### config.mk
export PLATFORM = sky130hd
export DESIGN_NAME = maxnet_loader_flat
export DESIGN_NICKNAME = d
export VERILOG_FILES = /design/src/rtl/maxnet_loader_if.sv /design/src/rtl/maxnet_loader.sv /design/src/flat_wrapper.sv
export SDC_FILE = /design/constraint.sdc
export NUM_CORES = 1
export LEC_CHECK = 0
export BUFFER_PORTS_ARGS = -buffer_cell sky130_fd_sc_hd__buf_2
export CORE_AREA = 2 2 289 291
export CTS_CLUSTER_SIZE = 16
export DETAILED_ROUTE_END_ITERATION = 8
export DIE_AREA = 0 0 291 293
export GPL_TIMING_DRIVEN = 0
export PLACE_DENSITY_LB_ADDON = 0.25
export SETUP_SLACK_MARGIN = 0.4
export SYNTH_ARGS = -nofsm -noshare
export SYNTH_HDL_FRONTEND = slang
export SYNTH_SLANG_ARGS = --single-unit
export TNS_END_PERCENT = 50
### constraint.sdc
create_clock -name clk -period 3.26 [get_ports clk]
set_clock_uncertainty 0.2 [all_clocks]
set_input_delay 0.163 -clock clk [delete_from_list [all_inputs] [get_ports clk]]
set_output_delay 0.163 -clock clk [all_outputs]
set_load 0.01 [all_outputs]
### src/rtl/maxnet_loader_if.sv
// Upstream word stream for the MaxNet loader.
//   in_valid : source has a word on in_data
//   in_data  : DW-bit word (X0..X3, then W0..W15)
//   in_ready : loader can accept a word this cycle
// master = upstream source, slave = maxnet_loader.
interface maxnet_loader_if #(
    parameter int DW = 32
) ();
    logic          in_valid;
    logic [DW-1:0] in_data;
    logic          in_ready;

    modport master (output in_valid, output in_data, input in_ready);
    modport slave  (input in_valid, input in_data, output in_ready);
endinterface

### src/rtl/maxnet_loader.sv
// Load stage for the 4-neuron MaxNet datapath.
// Collects NX activation words then NW weight words from a valid/ready
// stream, presents them on x_bus/w_bus, pulses start, waits for done and
// captures the winner from res_in.
// Ports:
//   clk          rising-edge clock
//   rst          asynchronous active-low reset
//   in_if        upstream stream (slave modport: in_valid/in_data/in_ready)
//   x_bus        NX words, X0 in [DW-1:0]
//   w_bus        NW words, W0 in [DW-1:0] (NW must equal NX*NX)
//   start        one-cycle pulse to the MaxNet controller
//   done         is_finished from the datapath
//   res_in       winner value from the datapath
//   result       captured winner
//   result_valid one-cycle pulse when result updates
//   busy         high from START through the capture edge
module maxnet_loader #(
    parameter int DW = 32,
    parameter int NX = 4,
    parameter int NW = 16
) (
    input  logic               clk,
    input  logic               rst,
    maxnet_loader_if.slave     in_if,
    output logic [NX*DW-1:0]   x_bus,
    output logic [NW*DW-1:0]   w_bus,
    output logic               start,
    input  logic               done,
    input  logic [DW-1:0]      res_in,
    output logic [DW-1:0]      result,
    output logic               result_valid,
    output logic               busy
);

    localparam int          CW   = $clog2(NX + NW);
    localparam logic [CW-1:0] LAST = CW'(NX + NW - 1);

    typedef enum logic [1:0] {
        S_LOAD,
        S_START,
        S_SETTLE,
        S_BUSY
    } state_e;

    state_e            state_q, state_d;
    logic [CW-1:0]     cnt_q, cnt_d;
    logic [NX*DW-1:0]  x_q, x_d;
    logic [NW*DW-1:0]  w_q, w_d;
    logic [DW-1:0]     result_q, result_d;
    logic              result_valid_q, result_valid_d;
    logic              start_q, start_d;
    logic              busy_q, busy_d;
    logic              in_ready;

    // Ready is decoded straight from state so it is high right out of reset.
    assign in_ready       = (state_q == S_LOAD);
    assign in_if.in_ready = in_ready;

    always_comb begin
        state_d        = state_q;
        cnt_d          = cnt_q;
        x_d            = x_q;
        w_d            = w_q;
        result_d       = result_q;
        result_valid_d = 1'b0;

        case (state_q)
            S_LOAD: begin
                if (in_if.in_valid && in_ready) begin
                    for (int unsigned i = 0; i < NX; i++) begin
                        if (cnt_q == CW'(i)) x_d[i*DW +: DW] = in_if.in_data;
                    end
                    for (int unsigned i = 0; i < NW; i++) begin
                        if (cnt_q == CW'(NX + i)) w_d[i*DW +: DW] = in_if.in_data;
                    end
                    if (cnt_q == LAST) begin
                        cnt_d   = '0;
                        state_d = S_START;
                    end else begin
                        cnt_d = cnt_q + CW'(1);
                    end
                end
            end
            S_START:  state_d = S_SETTLE;
            // Datapath loads its neuron registers here; done is not trusted yet.
            S_SETTLE: state_d = S_BUSY;
            S_BUSY: begin
                if (done) begin
                    result_d       = res_in;
                    result_valid_d = 1'b1;
                    state_d        = S_LOAD;
                end
            end
            default:  state_d = S_LOAD;
        endcase

        // start/busy are registered from the next state so they line up
        // exactly with the START..BUSY residency.
        start_d = (state_d == S_START);
        busy_d  = (state_d != S_LOAD);
    end

    always_ff @(posedge clk or negedge rst) begin
        if (!rst) begin
            state_q        <= S_LOAD;
            cnt_q          <= '0;
            x_q            <= '0;
            w_q            <= '0;
            result_q       <= '0;
            result_valid_q <= 1'b0;
            start_q        <= 1'b0;
            busy_q         <= 1'b0;
        end else begin
            state_q        <= state_d;
            cnt_q          <= cnt_d;
            x_q            <= x_d;
            w_q            <= w_d;
            result_q       <= result_d;
            result_valid_q <= result_valid_d;
            start_q        <= start_d;
            busy_q         <= busy_d;
        end
    end

    assign x_bus        = x_q;
    assign w_bus        = w_q;
    assign result       = result_q;
    assign result_valid = result_valid_q;
    assign start        = start_q;
    assign busy         = busy_q;

endmodule

### src/flat_wrapper.sv
// flat-port wrapper written by rule: the top's interface ports become plain ports
module maxnet_loader_flat 
#(
    parameter int DW = 32,
    parameter int NX = 4,
    parameter int NW = 16
)
  (clk, rst, x_bus, w_bus, start, done, res_in, result, result_valid, busy, in_if_in_valid, in_if_in_data, in_if_in_ready);
  maxnet_loader_if #(.DW(DW)) in_if_i ();
  input  logic clk;
  input  logic rst;
  output logic [NX*DW-1:0] x_bus;
  output logic [NW*DW-1:0] w_bus;
  output logic start;
  input  logic done;
  input  logic [DW-1:0] res_in;
  output logic [DW-1:0] result;
  output logic result_valid;
  output logic busy;
  input wire logic [$bits(in_if_i.in_valid)-1:0] in_if_in_valid;
  input wire logic [$bits(in_if_i.in_data)-1:0] in_if_in_data;
  output wire logic [$bits(in_if_i.in_ready)-1:0] in_if_in_ready;
  assign in_if_i.in_valid = in_if_in_valid;
  assign in_if_i.in_data = in_if_in_data;
  assign in_if_in_ready = in_if_i.in_ready;
  maxnet_loader #(.DW(DW), .NX(NX), .NW(NW)) u_core (.clk(clk), .rst(rst), .in_if(in_if_i), .x_bus(x_bus), .w_bus(w_bus), .start(start), .done(done), .res_in(res_in), .result(result), .result_valid(result_valid), .busy(busy));
endmodule
==> metrics.txt, run 1 <==
CTS tree=built; Post-Syn Area=0.0258 sq mm; max incr delay on CP=590 ps; RSZ-0062 raised after global routing=yes; GR Util met2=33.5%; largest net degree at the start of global routing=119; CP required=3540 ps; clock share of power=30.9%; port bufs=711; hold crit path type=input pin to async pin; Hold WS=-69.7 ps; fin cells=3540; P_sw=8.80 mW; Int Pwr=19.6 mW; vias in the first global route=17773; area grow syn2layout=32.3%; VDD IR max=0.000430 V; gr busiest metal=met2; critical path class=flop to flop; Initial Util=31.6%; relative slew slack=34.3%; register bit count reported by yosys=682; Mapped Cells=1551; nets=2488; Reg2Reg Capture Point=u_core.w_bus[473]; CP endpoint kind=flop; Synth async-reset ratio=100%; first-pass GRT wire length=124000 microns; Seq/Total Area, Yosys=66.1%; syn nets=1624; DR vias/cell=4.66; failing checks=hold timing; drt first pass iters=4; endpoint arrival time on the critical path=2950 ps; drt total wl=85200 microns; Period minus WS final=2670 ps; FF-to-FF path depth=4; sequence of cells on the critical path=nor3b_2 > nand4_1 > buf_2 > mux2_2; commonest non-fill, non-tap cell in the layout=buf_2; pwr/cell area=832 mW/mm^2; Max Slew Vio Count=0; postcts setup bufs=0; clock-pin slew on the worst setup and hold paths=60 ps; Detailed Place HPWL=62300 microns; GR Layer Usage met1=23.5%; CTS sink count=682; Avg WL per Cell=24.1 microns; register share of total power=42.5%; initial drt markers=555; period utilisation layout=81.9%; GPL Wtd Cong=0.827; Power, Total=28.4 mW; max_cap viols=0; YS warnings=0; final hold viol count=65; Die Wd=291 microns; ANT nets after route=0; initial antenna violation count=2; CTS Buffer Depth=3; startpoint class of the critical path=flop; Critical-path top delay cell=nand4_1; Mapped Avg Cell Area=16.7 sq um; grt total ovfl=0; met3 Usage GRT=5.90%; share of layout cells above drive strength 1=60.9%; Lkg Pwr=19.0 nW; Worst-Skew Late Latency=600 ps; Worst Max-Slew Pin Slew=985 ps; die area=0.0853 sq mm; Critical R2R Launch=u_core.state_q[0]; dpl cells=3338; CTS root buffer=clkbuf_16; drt drc=0; Top-Level Pins=744; Post-synth EDFFs=0; Critical Path Source=u_core.state_q[0]; Core Area=0.0818 sq mm; CTS buffer count=77; Die Y=293 microns; crit path to=u_core.w_bus[473]; Tot GR Track Use=19.7%; number of core rows=105; ANT cells=0; Switching Share=30.9%; Main synth FF type=dfrtp_1; Yosys cell types=29; # fillers=7576; most frequent cells in the layout=buf_2 (744), dfrtp_1 (682), mux2_2 (584); Max Freq=375 MHz; Comb pwr share=26.7%; flop2flop setup slack=590 ps; status=finished with violations; crit-path max FO=10; setup violators final=0; via count=16484; Final Core Density=41.7%; H-tree Lvls=3
registers in the layout, summed over array words and instances, names as in the netlist:
| register | flops |
|---|---|
| u_core.w_bus | 512 |
| u_core.x_bus | 128 |
| u_core.result | 32 |
| u_core.cnt_q | 5 |
| u_core.state_q | 2 |
| u_core.busy | 1 |
| u_core.result_valid | 1 |
| u_core.start | 1 |
layer usage:
layer / share of wire, % / routed length (microns)
met5: 0.0082 / 7
met4: 3.6 / 3040
met3: 7.0 / 5950
met2: 50 / 42200
met1: 40 / 34000
kinds of logic (layout without fill, tap and decap cells):
| logic type | after synthesis | count (layout) | synth area share (%) |
|---|---|---|---|
| multiplexers | 672 | 672 | 29.3 |
| buffers and inverters | 149 | 1068 | 3.12 |
| AO/OA/AOI/OAI | 7 | 7 | 0.170 |
| XOR/XNOR | 1 | 1 | 0.0339 |
| adder cells (fa/ha/maj) | 5 | 5 | 0.242 |
| flip-flops | 682 | 682 | 66.1 |
| AND/OR/NAND/NOR | 35 | 35 | 1.05 |
repair_timing:
item,in CTS,in global routing
resized for setup,0,4
hold buffers,67,1
hold endpoints to repair,857,15
setup endpoints to repair,0,8
how the worst min path moves through the flow:
stage	slack [ps]	start	end	cells after the start
floorplan	-330	rst	u_core.busy	0
finish	-70	rst	u_core.w_bus[350]	2
detailed placement	30	rst	u_core.x_bus[25]	1
global route	-50	rst	u_core.w_bus[314]	2
global placement	200	res_in[16]	u_core.result[16]	2
CTS	-70	rst	u_core.x_bus[25]	2
cells in the mapped netlist (2+ instances only):
library cell | number | area share, %
clkbuf_1 | 69 | 1.0
mux2_2 | 584 | 25
nand3_2 | 4 | 0.16
inv_1 | 6 | 0.087
buf_4 | 22 | 0.64
dfrtp_1 | 682 | 66
and3_1 | 10 | 0.24
ha_1 | 5 | 0.24
nor2_1 | 2 | 0.029
clkbuf_2 | 2 | 0.039
o22ai_1 | 2 | 0.048
mux2_1 | 88 | 3.8
o21ai_0 | 3 | 0.058
nand2_1 | 4 | 0.058
nand4_1 | 4 | 0.097
buf_2 | 34 | 0.66
and4_1 | 2 | 0.068
nor2b_1 | 2 | 0.048
buf_6 | 16 | 0.70
final cells by class:
type	instances	area, sq um	area share (%)
Buffer	143	787	2.30
Sequential cell	682	17100	50.0
Inverter	6	22.5	0.0659
Tap cell	1070	1340	3.92
Timing Repair Buffer	785	4410	12.9
Multi-Input combinational cell	720	7950	23.3
Clock inverter	24	369	1.08
Clock buffer	110	2210	6.48
power groups by stage:
stage               Sequential (mW)  Clock, mW  Combinational (mW)
CTS                            12.1       9.04                7.71
global placement               12.1          0                7.50
floorplan                      13.3          0                2.53
finish                         12.1       8.78                7.59
detailed placement             12.2          0                7.63
global route                   12.4       9.41                8.08
per-stage QoR:
| step | setup slack (ps) | setup TNS [ps] | area, sq um |
|---|---|---|---|
| floorplan | 1150 | 0 | 25800 |
| global placement | -12220 | -8255970 | 30700 |
| detailed placement | 473 | 0 | 30900 |
| CTS | 461 | 0 | 34200 |
| global route | 396 | 0 | 34200 |
| finish | 591 | 0 | 34200 |
worst max-delay path: cells and delay by family, from the launching register on:
kind | cells | cell delay (ps)
and+or+nand+nor | 2 | 1090
DFF | 1 | 490
buffers and inverters | 1 | 450
muxes | 1 | 320
Power figures use the tool's default switching activity.
==> run 2: changes to the inputs <==
clock period = 2.6 ns   (was 3.26 ns; I/O delays follow)
==> run 2 against run 1 <==
The flow still finishes with violations (hold timing). Worst hold slack worse by 630 ps. Power increased by 28%. Non-clock buffer count grew 52. Routed wire length grew 3.9%. First-iteration DRC count rose by 3.6%. Largest power group unchanged. Die area unchanged. Critical endpoint is now u_core.w_bus[205]. Count of clock-buffer cells in the layout did not move. Worst setup slack lost 290 ps. Via count rose by 1.7%.
==> metrics.txt, run 2 (synthesis gave the netlist of run 1 again) <==
sequence of cells on the critical path=buf_6 > nor4b_4 > buf_4 > buf_8 > and3_4 > buf_12 > clkbuf_16 > mux2_2; largest net degree at the start of global routing=119; Top-Level Pins=744; final hold viol count=333; Worst Max-Slew Pin Slew=998 ps; CTS buffer count=77; failing checks=hold timing; crit-path max FO=8; Avg WL per Cell=24.6 microns; RSZ-0062 raised after global routing=yes; CP required=2900 ps; most frequent cells in the layout=buf_2 (723), dfrtp_1 (679), mux2_2 (507); drt drc=0; Die Wd=291 microns; pwr/cell area=1010 mW/mm^2; Max Slew Vio Count=0; dpl cells=3338; vias in the first global route=18075; CTS root buffer=clkbuf_16; clock-pin slew on the worst setup and hold paths=60 ps; grt total ovfl=0; Initial Util=31.6%; CP endpoint kind=flop; Lkg Pwr=19.7 nW; number of core rows=105; endpoint arrival time on the critical path=2600 ps; Detailed Place HPWL=62300 microns; initial drt markers=575; die area=0.0853 sq mm; ANT cells=0; H-tree Lvls=3; Max Freq=435 MHz; Power, Total=36.3 mW; CTS sink count=682; nets=2540; share of layout cells above drive strength 1=63.0%; DR vias/cell=4.67; max_cap viols=0; Tot GR Track Use=20.0%; initial antenna violation count=2; port bufs=711; Worst-Skew Late Latency=600 ps; CTS tree=built; ANT nets after route=0; Core Area=0.0818 sq mm; status=finished with violations; GPL Wtd Cong=0.827; commonest non-fill, non-tap cell in the layout=buf_2; hold crit path type=input pin to async pin; Die Y=293 microns; fin cells=3592; CP Buf/Inv Count=5; Hold WS=-702 ps; critical path class=flop to flop; area grow syn2layout=39.4%; startpoint class of the critical path=flop; max incr delay on CP=370 ps; period utilisation layout=88.3%; critical path's top delay family=buffers and inverters; relative slew slack=33.5%; drt first pass iters=4; via count=16759; Critical-path top delay cell=dfrtp_1; first-pass GRT wire length=126000 microns; CTS Buffer Depth=3; # fillers=7395; Period minus WS final=2300 ps; setup violators final=0; max FFs per register=512; VDD IR max=0.000540 V; drt total wl=88500 microns
[run 2: stage by stage]
step	worst slack, ps	cell area [sq um]	TNS (ps)	hold WS [ps]	util (%)
after global routing	209	36000	0	-665	44.0
after detailed placement	-187	30900	-18900	-3.99	37.8
final	304	36000	0	-702	44.0
after global placement	-12850	30700	-8696340	163	37.5
after floorplan	495	25800	0	-366	-
after CTS	338	35100	0	-689	42.9
[run 2: final cells by class]
class	count	area (sq um)	share of cell area (%)
buffer	143	1440	3.99
tap	1070	1340	3.72
sequential	682	17100	47.4
timing repair buffer	837	5150	14.3
clock inverter	24	369	1.03
multi-input combinational	720	8410	23.4
clock buffer	110	2210	6.14
inverter	6	22.5	0.0625
[run 2: worst paths after layout]
path	depth (start not counted)	endpoint	slack [ps]	start
setup / recovery	8	u_core.w_bus[205]	300	u_core.cnt_q[4]
hold / removal	1	u_core.x_bus[25]	-700	rst
setup reg to reg	8	u_core.w_bus[205]	300	u_core.cnt_q[4]
hold reg to reg	1	u_core.w_bus[347]	280	u_core.w_bus[347]
max in group asynchronous	3	u_core.w_bus[284]	740	rst
min in group clk	2	u_core.x_bus[107]	30	in_if_in_data[11]
[run 2: where the power goes]
group | switching, mW | internal, mW
logic | 5.23 | 4.84
clock network | 4.46 | 6.56
registers | 1.55 | 13.6
total | 11.2 | 25.0
[run 2: what timing repair did]
| action | 4_1_cts | 5_1_grt |
|---|---|---|
| cloned | 5 | 11 |
| pin swaps | 5 | 1 |
| setup buffers | 27 | 7 |
| setup endpoints to repair | 631 | 614 |
| resized for setup | 162 | 133 |
| hold endpoints to repair | 954 | 207 |
| hold buffers | 66 | 4 |
[run 2: layer usage]
metal  global-route usage [%]  wire length (microns)  up-vias
li1                         -                      -     7252
met5                        0                      7        -
met1                     23.5                  35000     8820
met2                     34.5                  44500      536
met3                     5.86                   5810      149
met4                     7.57                   3170        2
